**src/rtl/output_queue_scheduler_if.sv**
```systemverilog
// Bundle of the enqueue, shared-buffer read and packet-output signals of output_queue_scheduler.
// The master side drives enqueues, port permissions and buffer read data; the slave is the scheduler.
interface output_queue_scheduler_if #(
  parameter int NUM_PORTS                   = 4,
  parameter int PORT_BITWIDTH               = 2,
  parameter int SHARED_BUFFER_ADDR_BITWIDTH = 13,
  parameter int PACKET_DATA_BITWIDTH        = 64
) ();
  logic                                   enq_valid;
  logic [PORT_BITWIDTH-1:0]               enq_port;
  logic [SHARED_BUFFER_ADDR_BITWIDTH-1:0] enq_addr;
  logic                                   enq_ready;
  logic [NUM_PORTS-1:0]                   port_ready;
  logic                                   sb_rd_req;
  logic [SHARED_BUFFER_ADDR_BITWIDTH-1:0] sb_ip;
  logic [PACKET_DATA_BITWIDTH-1:0]        sb_odata;
  logic                                   sb_packet_read_done;
  logic                                   out_valid;
  logic [PORT_BITWIDTH-1:0]               out_port;
  logic [PACKET_DATA_BITWIDTH-1:0]        out_data;
  logic                                   out_sop;
  logic                                   out_eop;
  logic [NUM_PORTS-1:0]                   queue_empty;
  logic [NUM_PORTS-1:0]                   queue_full;

  modport master (
    output enq_valid, enq_port, enq_addr, port_ready, sb_odata, sb_packet_read_done,
    input  enq_ready, sb_rd_req, sb_ip, out_valid, out_port, out_data, out_sop, out_eop,
           queue_empty, queue_full
  );

  modport slave (
    input  enq_valid, enq_port, enq_addr, port_ready, sb_odata, sb_packet_read_done,
    output enq_ready, sb_rd_req, sb_ip, out_valid, out_port, out_data, out_sop, out_eop,
           queue_empty, queue_full
  );
endinterface

```
**src/rtl/output_queue_scheduler.sv**
```systemverilog
// Per-port FIFOs of packet head addresses, round-robin port selection, and streaming of the
// linked-list packet words read from the shared buffer out to the granted port.
module output_queue_scheduler #(
  parameter int NUM_PORTS                   = 4,
  parameter int PORT_BITWIDTH               = 2,
  parameter int SHARED_BUFFER_ADDR_BITWIDTH = 13,
  parameter int PACKET_DATA_BITWIDTH        = 64,
  parameter int QUEUE_DEPTH_BITWIDTH        = 4
) (
  input  logic                 clk,
  input  logic                 rst_n,
  output_queue_scheduler_if.slave bus
);
  localparam int DEPTH = 1 << QUEUE_DEPTH_BITWIDTH;

  typedef logic [SHARED_BUFFER_ADDR_BITWIDTH-1:0] addr_t;
  typedef logic [QUEUE_DEPTH_BITWIDTH-1:0]        ptr_t;
  typedef logic [QUEUE_DEPTH_BITWIDTH:0]          cnt_t;
  typedef logic [PORT_BITWIDTH-1:0]               port_t;
  typedef logic [PACKET_DATA_BITWIDTH-1:0]        data_t;
  typedef enum logic [1:0] {S_IDLE, S_ISSUE, S_STREAM} state_e;

  state_e               state_q, state_d;
  addr_t                mem_q [NUM_PORTS][DEPTH];
  ptr_t                 wr_ptr_q [NUM_PORTS];
  ptr_t                 wr_ptr_d [NUM_PORTS];
  ptr_t                 rd_ptr_q [NUM_PORTS];
  ptr_t                 rd_ptr_d [NUM_PORTS];
  cnt_t                 cnt_q [NUM_PORTS];
  cnt_t                 cnt_d [NUM_PORTS];
  logic [NUM_PORTS-1:0] empty_q, empty_d;
  logic [NUM_PORTS-1:0] full_q, full_d;
  port_t                last_grant_q, last_grant_d;
  addr_t                sb_ip_q, sb_ip_d;
  port_t                out_port_q, out_port_d;
  data_t                out_data_q, out_data_d;
  logic                 out_valid_q, out_valid_d;
  logic                 out_sop_q, out_sop_d;
  logic                 out_eop_q, out_eop_d;
  logic                 first_q, first_d;

  logic                 enq_ready;
  logic                 enq_fire;
  logic                 pop;
  logic                 sb_rd_req;
  logic                 grant_found;
  port_t                grant_port;
  port_t                cand;
  logic [NUM_PORTS-1:0] eligible;
  logic [NUM_PORTS-1:0] push_vec;
  logic [NUM_PORTS-1:0] pop_vec;

  // Readiness comes from the registered full flag, so a pop in the same cycle never frees a slot early.
  assign enq_ready = !full_q[bus.enq_port];
  assign enq_fire  = bus.enq_valid && enq_ready;
  assign eligible  = ~empty_q & bus.port_ready;

  // First eligible port after the last grant, wrapping modulo NUM_PORTS.
  always_comb begin
    // NOTE: every variable gets a default before any branch so no latch is inferred.
    grant_found = 1'b0;
    grant_port  = '0;
    cand        = '0;
    for (int i = 1; i <= NUM_PORTS; i++) begin
      cand = port_t'((int'(last_grant_q) + i) % NUM_PORTS);
      if (!grant_found && eligible[cand]) begin
        grant_found = 1'b1;
        grant_port  = cand;
      end
    end
  end

  always_comb begin
    state_d      = state_q;
    pop          = 1'b0;
    sb_rd_req    = 1'b0;
    last_grant_d = last_grant_q;
    sb_ip_d      = sb_ip_q;
    out_port_d   = out_port_q;
    out_data_d   = out_data_q;
    out_valid_d  = 1'b0;
    out_sop_d    = 1'b0;
    out_eop_d    = 1'b0;
    first_d      = 1'b0;
    case (state_q)
      S_IDLE: begin
        if (grant_found) begin
          pop          = 1'b1;
          last_grant_d = grant_port;
          out_port_d   = grant_port;
          sb_ip_d      = mem_q[grant_port][rd_ptr_q[grant_port]];
          state_d      = S_ISSUE;
        end
      end
      S_ISSUE: begin
        sb_rd_req = 1'b1;
        first_d   = 1'b1;
        state_d   = S_STREAM;
      end
      S_STREAM: begin
        // Dropping the request with the last word stops the buffer from re-reading a head.
        sb_rd_req   = !bus.sb_packet_read_done;
        out_valid_d = 1'b1;
        out_sop_d   = first_q;
        out_eop_d   = bus.sb_packet_read_done;
        out_data_d  = bus.sb_odata;
        if (bus.sb_packet_read_done) state_d = S_IDLE;
      end
      default: state_d = S_IDLE;
    endcase
  end

  always_comb begin
    push_vec = '0;
    pop_vec  = '0;
    empty_d  = '0;
    full_d   = '0;
    for (int p = 0; p < NUM_PORTS; p++) begin
      push_vec[p] = enq_fire && (bus.enq_port == port_t'(p));
      pop_vec[p]  = pop && (grant_port == port_t'(p));
      wr_ptr_d[p] = push_vec[p] ? wr_ptr_q[p] + ptr_t'(1) : wr_ptr_q[p];
      rd_ptr_d[p] = pop_vec[p]  ? rd_ptr_q[p] + ptr_t'(1) : rd_ptr_q[p];
      cnt_d[p]    = cnt_q[p] + cnt_t'(push_vec[p]) - cnt_t'(pop_vec[p]);
      empty_d[p]  = (cnt_d[p] == '0);
      full_d[p]   = (cnt_d[p] == cnt_t'(DEPTH));
    end
  end

  // NOTE: head storage has no reset; a slot is only read after the count shows it was written.
  always_ff @(posedge clk) begin
    if (enq_fire) mem_q[bus.enq_port][wr_ptr_q[bus.enq_port]] <= bus.enq_addr;
  end

  // NOTE: state uses non-blocking assignments so every register sees pre-edge values.
  always_ff @(posedge clk or negedge rst_n) begin
    if (!rst_n) begin
      state_q      <= S_IDLE;
      wr_ptr_q     <= '{default: '0};
      rd_ptr_q     <= '{default: '0};
      cnt_q        <= '{default: '0};
      empty_q      <= '1;
      full_q       <= '0;
      last_grant_q <= port_t'(NUM_PORTS - 1);
      sb_ip_q      <= '0;
      out_port_q   <= '0;
      out_data_q   <= '0;
      out_valid_q  <= 1'b0;
      out_sop_q    <= 1'b0;
      out_eop_q    <= 1'b0;
      first_q      <= 1'b0;
    end else begin
      state_q      <= state_d;
      wr_ptr_q     <= wr_ptr_d;
      rd_ptr_q     <= rd_ptr_d;
      cnt_q        <= cnt_d;
      empty_q      <= empty_d;
      full_q       <= full_d;
      last_grant_q <= last_grant_d;
      sb_ip_q      <= sb_ip_d;
      out_port_q   <= out_port_d;
      out_data_q   <= out_data_d;
      out_valid_q  <= out_valid_d;
      out_sop_q    <= out_sop_d;
      out_eop_q    <= out_eop_d;
      first_q      <= first_d;
    end
  end

  assign bus.enq_ready   = enq_ready;
  assign bus.sb_rd_req   = sb_rd_req;
  assign bus.sb_ip       = sb_ip_q;
  assign bus.out_valid   = out_valid_q;
  assign bus.out_port    = out_port_q;
  assign bus.out_data    = out_data_q;
  assign bus.out_sop     = out_sop_q;
  assign bus.out_eop     = out_eop_q;
  assign bus.queue_empty = empty_q;
  assign bus.queue_full  = full_q;
endmodule

```
**src/flat_wrapper.sv**
```systemverilog
// flat-port wrapper written by rule: the top's interface ports become plain ports
module output_queue_scheduler_flat 
#(
  parameter int NUM_PORTS                   = 4,
  parameter int PORT_BITWIDTH               = 2,
  parameter int SHARED_BUFFER_ADDR_BITWIDTH = 13,
  parameter int PACKET_DATA_BITWIDTH        = 64,
  parameter int QUEUE_DEPTH_BITWIDTH        = 4
)
  (clk, rst_n, bus_enq_valid, bus_enq_port, bus_enq_addr, bus_port_ready, bus_sb_odata, bus_sb_packet_read_done, bus_enq_ready, bus_sb_rd_req, bus_sb_ip, bus_out_valid, bus_out_port, bus_out_data, bus_out_sop, bus_out_eop, bus_queue_empty, bus_queue_full);
  output_queue_scheduler_if #(.NUM_PORTS(NUM_PORTS), .PORT_BITWIDTH(PORT_BITWIDTH), .SHARED_BUFFER_ADDR_BITWIDTH(SHARED_BUFFER_ADDR_BITWIDTH), .PACKET_DATA_BITWIDTH(PACKET_DATA_BITWIDTH)) bus_i ();
  input  logic clk;
  input  logic rst_n;
  input wire logic [$bits(bus_i.enq_valid)-1:0] bus_enq_valid;
  input wire logic [$bits(bus_i.enq_port)-1:0] bus_enq_port;
  input wire logic [$bits(bus_i.enq_addr)-1:0] bus_enq_addr;
  input wire logic [$bits(bus_i.port_ready)-1:0] bus_port_ready;
  input wire logic [$bits(bus_i.sb_odata)-1:0] bus_sb_odata;
  input wire logic [$bits(bus_i.sb_packet_read_done)-1:0] bus_sb_packet_read_done;
  output wire logic [$bits(bus_i.enq_ready)-1:0] bus_enq_ready;
  output wire logic [$bits(bus_i.sb_rd_req)-1:0] bus_sb_rd_req;
  output wire logic [$bits(bus_i.sb_ip)-1:0] bus_sb_ip;
  output wire logic [$bits(bus_i.out_valid)-1:0] bus_out_valid;
  output wire logic [$bits(bus_i.out_port)-1:0] bus_out_port;
  output wire logic [$bits(bus_i.out_data)-1:0] bus_out_data;
  output wire logic [$bits(bus_i.out_sop)-1:0] bus_out_sop;
  output wire logic [$bits(bus_i.out_eop)-1:0] bus_out_eop;
  output wire logic [$bits(bus_i.queue_empty)-1:0] bus_queue_empty;
  output wire logic [$bits(bus_i.queue_full)-1:0] bus_queue_full;
  assign bus_i.enq_valid = bus_enq_valid;
  assign bus_i.enq_port = bus_enq_port;
  assign bus_i.enq_addr = bus_enq_addr;
  assign bus_i.port_ready = bus_port_ready;
  assign bus_i.sb_odata = bus_sb_odata;
  assign bus_i.sb_packet_read_done = bus_sb_packet_read_done;
  assign bus_enq_ready = bus_i.enq_ready;
  assign bus_sb_rd_req = bus_i.sb_rd_req;
  assign bus_sb_ip = bus_i.sb_ip;
  assign bus_out_valid = bus_i.out_valid;
  assign bus_out_port = bus_i.out_port;
  assign bus_out_data = bus_i.out_data;
  assign bus_out_sop = bus_i.out_sop;
  assign bus_out_eop = bus_i.out_eop;
  assign bus_queue_empty = bus_i.queue_empty;
  assign bus_queue_full = bus_i.queue_full;
  output_queue_scheduler #(.NUM_PORTS(NUM_PORTS), .PORT_BITWIDTH(PORT_BITWIDTH), .SHARED_BUFFER_ADDR_BITWIDTH(SHARED_BUFFER_ADDR_BITWIDTH), .PACKET_DATA_BITWIDTH(PACKET_DATA_BITWIDTH), .QUEUE_DEPTH_BITWIDTH(QUEUE_DEPTH_BITWIDTH)) u_core (.clk(clk), .rst_n(rst_n), .bus(bus_i));
endmodule
```
**config.mk**
```make
export PLATFORM = sky130hd
export DESIGN_NAME = output_queue_scheduler_flat
export DESIGN_NICKNAME = d
export VERILOG_FILES = /design/src/rtl/output_queue_scheduler_if.sv /design/src/rtl/output_queue_scheduler.sv /design/src/flat_wrapper.sv
export SDC_FILE = /design/constraint.sdc
export NUM_CORES = 1
export LEC_CHECK = 0
export CORE_MARGIN = 2
export CORE_UTILIZATION = 56
export CTS_BUF_LIST = sky130_fd_sc_hd__clkbuf_8 sky130_fd_sc_hd__clkbuf_16
export CTS_CLUSTER_DIAMETER = 30
export DETAILED_ROUTE_END_ITERATION = 8
export PLACE_DENSITY = 0.86
export SLEW_MARGIN = 30
export SYNTH_ARGS = -nofsm -noshare
export SYNTH_HDL_FRONTEND = slang
export SYNTH_SLANG_ARGS = --single-unit
```
**constraint.sdc**
```tcl
create_clock -name clk -period 5.3 [get_ports clk]
set_input_delay 1.59 -clock clk [delete_from_list [all_inputs] [get_ports clk]]
set_output_delay 1.59 -clock clk [all_outputs]
set_load 0.005 [all_outputs]
```
==> metrics, run 1 <==
outcome finished, final reports clean; DRT iter0 DRCs 4823; Setup crit end kind output port; PostCTS Resize Cnt 0; RePlAce Congestion 0.9162; core area around 0.07 mm²; Num CTS Buffers 158; CTS sink cnt just under 1000; filler instances between 4000 and 5000; Vias per Instance 6.631; Slowest cell on crit path clkdlybuf4s50_1; Mapped Cells 2897; CP most frequent cell clkdlybuf4s50_1; Area growth, synth to finish 24.26%; number of buffers on the longest clock path 3; global route overflow 0; layout cells sized above 1 0.1912; Worst setup SP type input port; commonest register cell after synthesis edfxtp_1; Worst R2R Path Depth 11; #FFs+latches synth 979; YS warnings 0; leakage power 18.30 nW; Tightest Pin Transition about 1.0 ns; TritonCTS clock tree built; commonest non-fill, non-tap cell in the layout edfxtp_1; Gate power share 0.424; final count of hold timing violations 0; Critical path origin bus_enq_port[0]; Seq/Total Area, Yosys 0.7166; non-filler cells, final roughly 4400; sequential power share 0.273; DRC Markers 0; syn nets about 3000; vias in the first global route 29140; RSZ-0062 raised after global routing false; register area 0.02867 mm²; switching part of the total 0.3953; Switch Pwr 0.01411 W; post-route setup slack 0.3930 ns; Buf/Inv on CP 3; crit-path max FO 3; worst slack, placed -0.09205 ns; via count 28850; number of detailed-route iterations in the first pass 6; Post-synth EDFFs ~830; Reg clk slew, reported paths approximately 0.040 ns; Routed WL per cell 27.85 µm; largest net degree at the start of global routing 96; ys async rst share 0.1502; Post-CTS Setup Repair Bufs 0; hold path cells 1; row count a little under 100; Tot Pwr between 0.03 and 0.04 W; relative max-transition margin 0.3178; syn_area_per_cell 13.81 µm²; max incr delay on CP 0.56 ns; worst path cell trace clkdlybuf4s50_1, mux4_2, inv_1, clkdlybuf4s50_1; Final Setup Violations 0; Post-CTS Hold Buffers 0; R2R Path End u_core.bus.sb_ip[9]; post-synth cell types 69; CP required between 3 and 4 ns; Hold EP u_core.bus.out_sop; Die Ht roughly 270 µm; root buffer selected by CTS clkbuf_16; GRT Total Usage 0.3263; Internal approximately 0.022 W; Final Slew Violations 0; Max Fclk 0.2038 GHz; Reg2Reg Setup Slack approximately 1.3 ns; full die area 0.07360 mm²; Clk Latency, worst-skew pair 0.78 ns; max-cap viol count 0; antenna violations before repair 6; Initial Util 0.5626; # placed instances between 4000 and 5000; first-pass GRT wire length 179300 µm; Worst Skew roughly 0.060 ns; Ports roughly 180; Peak supply drop between 0.0005 and 0.0006 V; fin nets around 3400; WS Path Type in -> out; worst hold path class reg -> reg; setup TNS 0 ns; Fin Hold WS ~0.44 ns; final critical-path share of the clock period 0.9259; I/O Buffers approximately 180; area of the multi-input gates just over 0.01 mm²; CP Data Arrival Time between 3 and 4 ns; remaining antenna violation count 0; Horiz. Die Dim 271.3 µm; Clk pwr share 0.303; CTS HTree Levels 4; Post-Syn Area ~0.040 mm²; Detailed Route WL 121200 µm; fin crit period a little under 5 ns; DP Wirelength about 67000 µm; Hold Crit Start u_core.first_q; power density over the cells just over 700 mW/mm²; Worst path top cell family by delay buffers and inverters; reg2reg start u_core.bus.queue_empty[3]; most frequent cells in the layout edfxtp_1, nand2_1, buf_4, clkdlybuf4s50_1, clkbuf_16
flip-flops by register name, summed over array words and instances (netlist names), 2 cells and up:
name and count:
u_core.bus.queue_full 4, u_core.rd_ptr_q 16, u_core.last_grant_q 2, u_core.state_q 2
u_core.bus.out_port 2, u_core.bus.out_data 64, u_core.cnt_q 20, u_core.bus.queue_empty 4
u_core.mem_q 832, u_core.bus.sb_ip 13, u_core.wr_ptr_q 16
layer usage:
metal  wire [µm]  share of wire  global-route usage  up-vias
met4        8561          0.071              0.2160       10
met1       39960           0.33              0.3974    13900
met3       15260           0.13             0.08961      618
met2       57340           0.47              0.5140     2630
met5          60        0.00050                   0        -
li1            -              -                   -    11700
power by group through the flow:
stage | registers [W] | logic, W | clock network, W
2_1_floorplan | 0.00969 | 0.00805 | 0
3_3_place_gp | 0.00978 | 0.0137 | 0
3_5_place_dp | 0.00981 | 0.0140 | 0
4_1_cts | 0.00970 | 0.0145 | 0.0108
5_1_grt | 0.00978 | 0.0156 | 0.0112
6_report | 0.00973 | 0.0151 | 0.0108
cell families after synthesis:
group	synth area share
buffers and inverters	0.02777
and+or+nand+nor	0.1297
DFF	0.7166
muxes	0.04003
AOI/OAI and AO/OA	0.06611
xor gates and xnor gates	0.008100
adders and majority gates	0.01170
cell usage after synthesis, types with 4 or more instances:
cell type / instances / share of area
edfxtp_1: 832 / 0.62
nand2_1: 625 / 0.059
dfrtp_1: 141 / 0.088
a311oi_1: 118 / 0.026
and3_1: 108 / 0.017
nor2_1: 101 / 0.0095
nand3_1: 99 / 0.012
mux2_2: 85 / 0.024
clkbuf_1: 83 / 0.0078
buf_2: 81 / 0.010
nor4_1: 61 / 0.0095
a21oi_1: 47 / 0.0059
mux2i_1: 43 / 0.011
nor3_1: 42 / 0.0053
inv_1: 40 / 0.0038
a211oi_1: 35 / 0.0066
a31oi_1: 33 / 0.0052
ha_1: 31 / 0.0097
xnor2_1: 31 / 0.0068
or4_1: 28 / 0.0053
buf_4: 20 / 0.0038
o21ai_0: 15 / 0.0019
a221oi_1: 13 / 0.0028
a31o_2: 13 / 0.0028
or4b_1: 12 / 0.0030
a2111o_1: 11 / 0.0031
nor2b_1: 11 / 0.0017
o21ai_1: 11 / 0.0014
o32ai_1: 11 / 0.0024
buf_1: 10 / 0.00094
nand4_1: 10 / 0.0016
a21o_1: 9 / 0.0017
mux4_2: 9 / 0.0051
nand2b_1: 8 / 0.0013
dfstp_2: 6 / 0.0039
xor2_1: 6 / 0.0013
buf_6: 5 / 0.0014
and2_1: 4 / 0.00063
fa_1: 4 / 0.0020
worst max path at each step:
stage,endpoint,slack [ns],cells past startpoint
2_1_floorplan,u_core.bus.queue_full[1],0.1,17
3_3_place_gp,u_core.bus.sb_ip[5],0.01,13
3_5_place_dp,u_core.bus.sb_ip[4],-0.09,13
4_1_cts,bus_enq_ready,0.40,4
5_1_grt,bus_enq_ready,0.33,4
6_report,bus_enq_ready,0.39,4
through the flow:
stage / util / area, µm²
3_5_place_dp: 0.6191 / 44030
5_1_grt: 0.6990 / 49710
2_1_floorplan: - / 40010
4_1_cts: 0.6989 / 49700
6_report: 0.6990 / 49710
3_3_place_gp: 0.6191 / 44030
final cells by class:
class | count | area share
antenna | 1 | 0.00005034
tap | 950 | 0.02391
sequential | 979 | 0.5767
inverter | 40 | 0.003020
clock buffer | 160 | 0.08009
multi-input combinational | 1679 | 0.2069
clock inverter | 130 | 0.03398
timing repair buffer | 412 | 0.07538
Power figures use the tool's default switching activity.
==> run 2, diff against run 1 <==
- TNS_END_PERCENT: unset -> 5
==> results of run 2 <==
No change in the layout: final DEF, timing and power equal those of run 1.
